[src/rtl/pump_duty_meter_if.sv]
// pump_duty_meter_if: pump/enable stimulus and per-window measurement results
//   master: drives pump_in, enable; observes the report outputs
//   slave : the meter; samples pump_in, enable; drives the report outputs
interface pump_duty_meter_if;
  logic pump_in;
  logic enable;
  logic [15:0] duty_out;
  logic signed [16:0] duty_delta;
  logic [15:0] edge_count;
  logic duty_valid;
  logic stuck_high;
  logic stuck_low;
  logic locked;
  modport master (
    output pump_in, enable,
    input duty_out, duty_delta, edge_count, duty_valid, stuck_high, stuck_low, locked
  );
  modport slave (
    input pump_in, enable,
    output duty_out, duty_delta, edge_count, duty_valid, stuck_high, stuck_low, locked
  );
endinterface

[src/rtl/pump_duty_meter.sv]
// pump_duty_meter: synchronises the charge-pump bitstream and reports duty, delta, edges, stuck and lock per window
//   pwm_clk_in : sample clock (rising edge)
//   reset_in   : asynchronous active-high reset
//   bus.slave  : pump_in/enable in; duty_out, duty_delta, edge_count, duty_valid, stuck_high, stuck_low, locked out
module pump_duty_meter #(
  parameter int WINDOW = 60000,
  parameter int SYNC_STAGES = 2,
  parameter int TOL = 4,
  parameter int LOCK_COUNT = 8
) (
  input logic pwm_clk_in,
  input logic reset_in,
  pump_duty_meter_if.slave bus
);
  typedef enum logic [1:0] {IDLE, FLUSH, MEASURE, REPORT} state_t;
  localparam logic signed [16:0] TOL_S = 17'(TOL);
  localparam logic [15:0] LC = 16'(LOCK_COUNT);
  state_t state_q;
  logic [SYNC_STAGES-1:0] sync_q;
  logic ps_prev_q, first_q, valid_q, stuck_h_q, stuck_l_q, locked_q;
  logic [1:0] flush_cnt_q;
  logic [15:0] sample_cnt_q, high_cnt_q, edge_cnt_q, stable_cnt_q, duty_q, edges_q;
  logic signed [16:0] delta_q, delta_d;
  logic ps, rise, stuck_h_d, stuck_l_d, abort, in_tol;
  logic [15:0] stable_d;
  always_comb begin
    ps = sync_q[SYNC_STAGES-1];
    rise = ps & ~ps_prev_q;
    abort = (state_q == FLUSH || state_q == MEASURE) && !bus.enable;
    stuck_h_d = high_cnt_q == 16'(WINDOW);
    stuck_l_d = high_cnt_q == 16'd0;
    delta_d = first_q ? 17'sd0 : $signed({1'b0, high_cnt_q}) - $signed({1'b0, duty_q});
    in_tol = delta_d <= TOL_S && delta_d >= -TOL_S && !stuck_h_d && !stuck_l_d;
    // the first report after enable has no valid predecessor, so it leaves the lock history alone
    stable_d = first_q ? stable_cnt_q : !in_tol ? 16'd0 : stable_cnt_q >= LC ? LC : stable_cnt_q + 16'd1;
  end
  always_ff @(posedge pwm_clk_in or posedge reset_in) begin
    if (reset_in) begin
      state_q <= IDLE;
      sync_q <= '0;
      ps_prev_q <= 1'b0;
      first_q <= 1'b1;
      flush_cnt_q <= '0;
      sample_cnt_q <= '0;
      high_cnt_q <= '0;
      edge_cnt_q <= '0;
      stable_cnt_q <= '0;
      duty_q <= '0;
      edges_q <= '0;
      delta_q <= '0;
      valid_q <= 1'b0;
      stuck_h_q <= 1'b0;
      stuck_l_q <= 1'b0;
      locked_q <= 1'b0;
    end else begin
      sync_q <= {sync_q[SYNC_STAGES-2:0], bus.pump_in};
      ps_prev_q <= ps;
      valid_q <= 1'b0;
      if (abort) begin
        state_q <= IDLE;
        sample_cnt_q <= '0;
        high_cnt_q <= '0;
        edge_cnt_q <= '0;
        stable_cnt_q <= '0;
        locked_q <= 1'b0;
      end else begin
        case (state_q)
          IDLE: if (bus.enable) begin
            state_q <= FLUSH;
            flush_cnt_q <= '0;
            first_q <= 1'b1;
          end
          FLUSH: begin
            flush_cnt_q <= flush_cnt_q + 2'd1;
            if (flush_cnt_q == 2'(SYNC_STAGES - 1)) state_q <= MEASURE;
          end
          MEASURE: begin
            sample_cnt_q <= sample_cnt_q + 16'd1;
            high_cnt_q <= high_cnt_q + 16'(ps);
            edge_cnt_q <= edge_cnt_q + 16'(rise);
            if (sample_cnt_q == 16'(WINDOW - 1)) state_q <= REPORT;
          end
          default: begin
            duty_q <= high_cnt_q;
            edges_q <= edge_cnt_q;
            delta_q <= delta_d;
            stuck_h_q <= stuck_h_d;
            stuck_l_q <= stuck_l_d;
            stable_cnt_q <= stable_d;
            locked_q <= stable_d >= LC;
            valid_q <= 1'b1;
            first_q <= 1'b0;
            sample_cnt_q <= '0;
            high_cnt_q <= '0;
            edge_cnt_q <= '0;
            state_q <= bus.enable ? MEASURE : IDLE;
          end
        endcase
      end
    end
  end
  assign bus.duty_out = duty_q;
  assign bus.duty_delta = delta_q;
  assign bus.edge_count = edges_q;
  assign bus.duty_valid = valid_q;
  assign bus.stuck_high = stuck_h_q;
  assign bus.stuck_low = stuck_l_q;
  assign bus.locked = locked_q;
endmodule

[src/flat_wrapper.sv]
// flat-port wrapper written by rule: the top's interface ports become plain ports
module pump_duty_meter_flat 
#(
  parameter int WINDOW = 60000,
  parameter int SYNC_STAGES = 2,
  parameter int TOL = 4,
  parameter int LOCK_COUNT = 8
)
  (pwm_clk_in, reset_in, bus_pump_in, bus_enable, bus_duty_out, bus_duty_delta, bus_edge_count, bus_duty_valid, bus_stuck_high, bus_stuck_low, bus_locked);
  pump_duty_meter_if bus_i ();
  input logic pwm_clk_in;
  input logic reset_in;
  input wire logic [$bits(bus_i.pump_in)-1:0] bus_pump_in;
  input wire logic [$bits(bus_i.enable)-1:0] bus_enable;
  output wire logic [$bits(bus_i.duty_out)-1:0] bus_duty_out;
  output wire logic [$bits(bus_i.duty_delta)-1:0] bus_duty_delta;
  output wire logic [$bits(bus_i.edge_count)-1:0] bus_edge_count;
  output wire logic [$bits(bus_i.duty_valid)-1:0] bus_duty_valid;
  output wire logic [$bits(bus_i.stuck_high)-1:0] bus_stuck_high;
  output wire logic [$bits(bus_i.stuck_low)-1:0] bus_stuck_low;
  output wire logic [$bits(bus_i.locked)-1:0] bus_locked;
  assign bus_i.pump_in = bus_pump_in;
  assign bus_i.enable = bus_enable;
  assign bus_duty_out = bus_i.duty_out;
  assign bus_duty_delta = bus_i.duty_delta;
  assign bus_edge_count = bus_i.edge_count;
  assign bus_duty_valid = bus_i.duty_valid;
  assign bus_stuck_high = bus_i.stuck_high;
  assign bus_stuck_low = bus_i.stuck_low;
  assign bus_locked = bus_i.locked;
  pump_duty_meter #(.WINDOW(WINDOW), .SYNC_STAGES(SYNC_STAGES), .TOL(TOL), .LOCK_COUNT(LOCK_COUNT)) u_core (.pwm_clk_in(pwm_clk_in), .reset_in(reset_in), .bus(bus_i));
endmodule
[config.mk]
export PLATFORM = sky130hd
export DESIGN_NAME = pump_duty_meter_flat
export DESIGN_NICKNAME = d
export VERILOG_FILES = /design/src/rtl/pump_duty_meter_if.sv /design/src/rtl/pump_duty_meter.sv /design/src/flat_wrapper.sv
export SDC_FILE = /design/constraint.sdc
export NUM_CORES = 1
export LEC_CHECK = 0
export ABC_AREA = 0
export ABC_CLOCK_PERIOD_IN_PS = 6800
export CAP_MARGIN = 15
export CELL_PAD_IN_SITES_DETAIL_PLACEMENT = 1
export CELL_PAD_IN_SITES_GLOBAL_PLACEMENT = 1
export CORE_UTILIZATION = 49
export CTS_CLUSTER_SIZE = 20
export DETAILED_ROUTE_END_ITERATION = 12
export PLACE_DENSITY = 0.95
export SETUP_SLACK_MARGIN = 0.1
export SYNTH_ARGS = -nofsm -noshare
export SYNTH_HDL_FRONTEND = slang
export SYNTH_SLANG_ARGS = --single-unit
[constraint.sdc]
create_clock -name pwm_clk_in -period 6.8 [get_ports pwm_clk_in]
set_input_delay 1.02 -clock pwm_clk_in [delete_from_list [all_inputs] [get_ports pwm_clk_in]]
set_output_delay 1.02 -clock pwm_clk_in [all_outputs]
set_load 0.1 [all_outputs]
==> run summary <==
status: finished clean
EDFF count, synth: 0
Post-Layout Inst Area: 7910 um^2
post-synthesis compound-gate area fraction: 14.3%
Post-CTS Hold Buffers: 0
peak supply drop: 0.000245 V
Synth top area share: 47.2%
worst relative slew slack: 22.4%
f_max: 0.250 GHz
mux cell area share after synthesis: 5.17%
mapped cell area: 6580 um^2
num ports: 57
First-pass DRT Iterations: 4
RSZ-0062 raised after global routing: no
Layout Skew: 0.00734 ns
Min Hold Slack: 0.384 ns
DR iter-0 viols: 359
initial antenna violation count: 0
Net Sw Frac: 42.6%
IO Port Bufs: 56
Period minus WS final: 3.99 ns
Seq pwr share: 28.9%
slowest cell on the critical path: or4b_4
Slew @ Worst Pin: 1.15 ns
Placeable Area: 12900 um^2
Area growth, synth to finish: 20.2%
Max-Cap Viols: 0
Adder-Cell Fraction of Synth Area: 5.63%
CTS max path bufs: 2
Detail Route Antenna Nets: 0
CP peak stage delay: 0.57 ns
Root Driver: clkbuf_16
aggregate global-route resource usage: 30.8%
vias in the first global route: 6234
gr ovfl total: 0
CTS Buf Count: 17
global-route wire length before repair: 33200 um
#FFs+latches synth: 125
Initial Utilization: 51.1%
Arr. time, crit path: 4.33 ns
leakage power total: 3.55 nW
Nets: 770
part of the power in the clock network: 31.7%
Psw: 1.31 mW
Clock transition at path regs: 0.06 ns
post-CTS sizing: 0
layout cell share with drive strength beyond 1: 11.6%
dpl hpwl: 12700 um
Final Worst Setup Slack: 2.81 ns
crit path launch: u_core.high_cnt_q[0]
Critical Path RT: 7.14 ns
fillers: 1415
Die ar.: 13900 um^2
Vias/cell: 6.01
Skew-Pair Late Insertion Delay: 0.43 ns
Worst Setup End Kind: flop
pre-CTS setup slack: 2.98 ns
Die X: 118 um
Comb pwr share: 39.3%
crit path cell chain: inv_1 -> ha_1 -> fa_1 -> nand2b_1 -> a211oi_2 -> o21ai_1 -> o21ai_1 -> mux2_4 -> or4b_4 -> nor4b_4 -> o21ai_1 -> o31ai_1
share of flip-flops with an asynchronous set or reset: 100%
fin crit share: 58.7%
final setup violation count: 0
Synth cell types: 69
Crit Reg-Reg Startpoint: u_core.high_cnt_q[0]
Synth area leaders: dfrtp_1 (47%), o21ai_0 (5.4%), ha_1 (5.3%), nand2_1 (4.7%), mux2_2 (4.1%)
sequential fraction of the synthesis area: 47.6%
Mapped Cells: 682
startpoint types: flop
Setup Buffers After CTS: 0
FP Rows: 41
routed wire length: 20000 um
H-Tree Depth: 4
XOR/XNOR Fraction of Synth Area: 3.46%
Crit Path Class: flop to flop
CP Buf/Inv Count: 1
setup TNS: 0 ns
Max FO, Critical Path: 4
count of synthesis-stage warnings from yosys: 0
commonest cells after routing, fill and taps aside: dfrtp_1 (124), nand2_1 (83), o21ai_0 (71)
Placed Area: 7280 um^2
Hold Violations, Final: 0
CP top delay family: compound AO/OA/AOI/OAI gates
CTS sink count: 125
HP Start: u_core.sync_q[0]
largest net degree at the start of global routing: 76
die height: 118 um
Cell Int Power: 1.76 mW
RD Place Congestion: 0.854
DRC errors left: 0
Final Power: 3.06 mW
ant diodes: 0
Post-Syn Nets: 715
simple-gate share of the synthesized area: 19.5%
Most Frequent Cell on Critical Path: o21ai_1
CTS tree: built
DR vias: 5537
WL/cell: 21.7 um
main combinational cell family by area after synthesis: simple AND/OR/NAND/NOR gates
most common cell after layout, fill and taps aside: dfrtp_1
Max Slew Vio Count: 0
Pwr per Cell Area: 387 nW/um^2
Min-Delay Path Class: flop to flop
top_reg_cell synth: dfrtp_1
Mean Syn Cell Area: 9.65 um^2
cell taking the most area after synthesis: dfrtp_1
cell usage after synthesis (6+ instances only):
| library cell | number |
|---|---|
| nor4_1 | 9 |
| a31oi_1 | 6 |
| dfrtp_1 | 124 |
| xor2_1 | 21 |
| o22ai_1 | 7 |
| nor2_1 | 51 |
| and2_1 | 16 |
| and3_1 | 15 |
| o21ai_0 | 71 |
| nor3_1 | 11 |
| nand4_1 | 18 |
| mux2_2 | 24 |
| inv_1 | 42 |
| clkbuf_1 | 18 |
| nand2_1 | 83 |
| ha_1 | 28 |
| a21oi_1 | 23 |
| nand3_1 | 18 |
final timing paths:
path | end | slack [ns] | depth (start not counted)
worst min-delay path | u_core.sync_q[1] | 0.38 | 0
max in group asynchronous | u_core.sample_cnt_q[10] | 4.47 | 3
worst max-delay path | u_core.stable_cnt_q[1] | 2.81 | 12
worst min register to register | u_core.sync_q[1] | 0.38 | 0
min in group asynchronous | u_core.stable_cnt_q[11] | 1.15 | 2
worst max register to register | u_core.stable_cnt_q[1] | 2.81 | 12
area by class of cell:
| class | instances | area [um^2] | share of cell area [%] |
|---|---|---|---|
| sequential | 125 | 3130 | 39.6 |
| clock buffer | 20 | 467 | 5.90 |
| tap | 172 | 215 | 2.72 |
| timing repair buffer | 62 | 606 | 7.66 |
| clock inverter | 12 | 159 | 2.01 |
| inverter | 42 | 160 | 2.02 |
| multi-input combinational | 489 | 3170 | 40.1 |
power groups by stage:
stage	combinational [mW]	sequential, mW	clock, mW
final	1.21	0.886	0.973
after global routing	1.27	0.897	1.01
after CTS	1.20	0.886	0.977
after detailed placement	1.17	0.900	0
after global placement	1.12	0.886	0
after floorplan	0.518	1.24	0
flip-flops by register name, indices dropped and copies added (netlist names), 2 cells and up:
| signal | cells |
|---|---|
| u_core.high_cnt_q | 16 |
| u_core.stable_cnt_q | 16 |
| u_core.sync_q | 2 |
| u_core.bus.duty_out | 16 |
| u_core.sample_cnt_q | 16 |
| u_core.edge_cnt_q | 16 |
| u_core.bus.edge_count | 16 |
| u_core.state_q | 2 |
| u_core.flush_cnt_q | 2 |
| u_core.bus.duty_delta | 17 |
metrics by stage:
| step | instances | utilization [%] |
|---|---|---|
| after floorplan | 682 | - |
| after global placement | 890 | 56.6 |
| after detailed placement | 890 | 56.6 |
| after CTS | 922 | 61.4 |
| after global routing | 922 | 61.4 |
| final | 922 | 61.4 |
per-layer routing:
metal	vias up	routed length [um]	track usage, %
met5	-	0	0
met4	0	701	15.2
met3	65	725	6.44
met2	171	10600	54.9
met1	2797	7940	34.9
li1	2504	-	-
cells by family after synthesis:
kind of cell | count (synthesis)
xor+xnor | 26
buf+inv | 68
flops | 125
fa+ha+maj | 29
mux | 30
simple gates | 255
compound gates | 149
No activity file was read; power rests on OpenSTA's default activity.
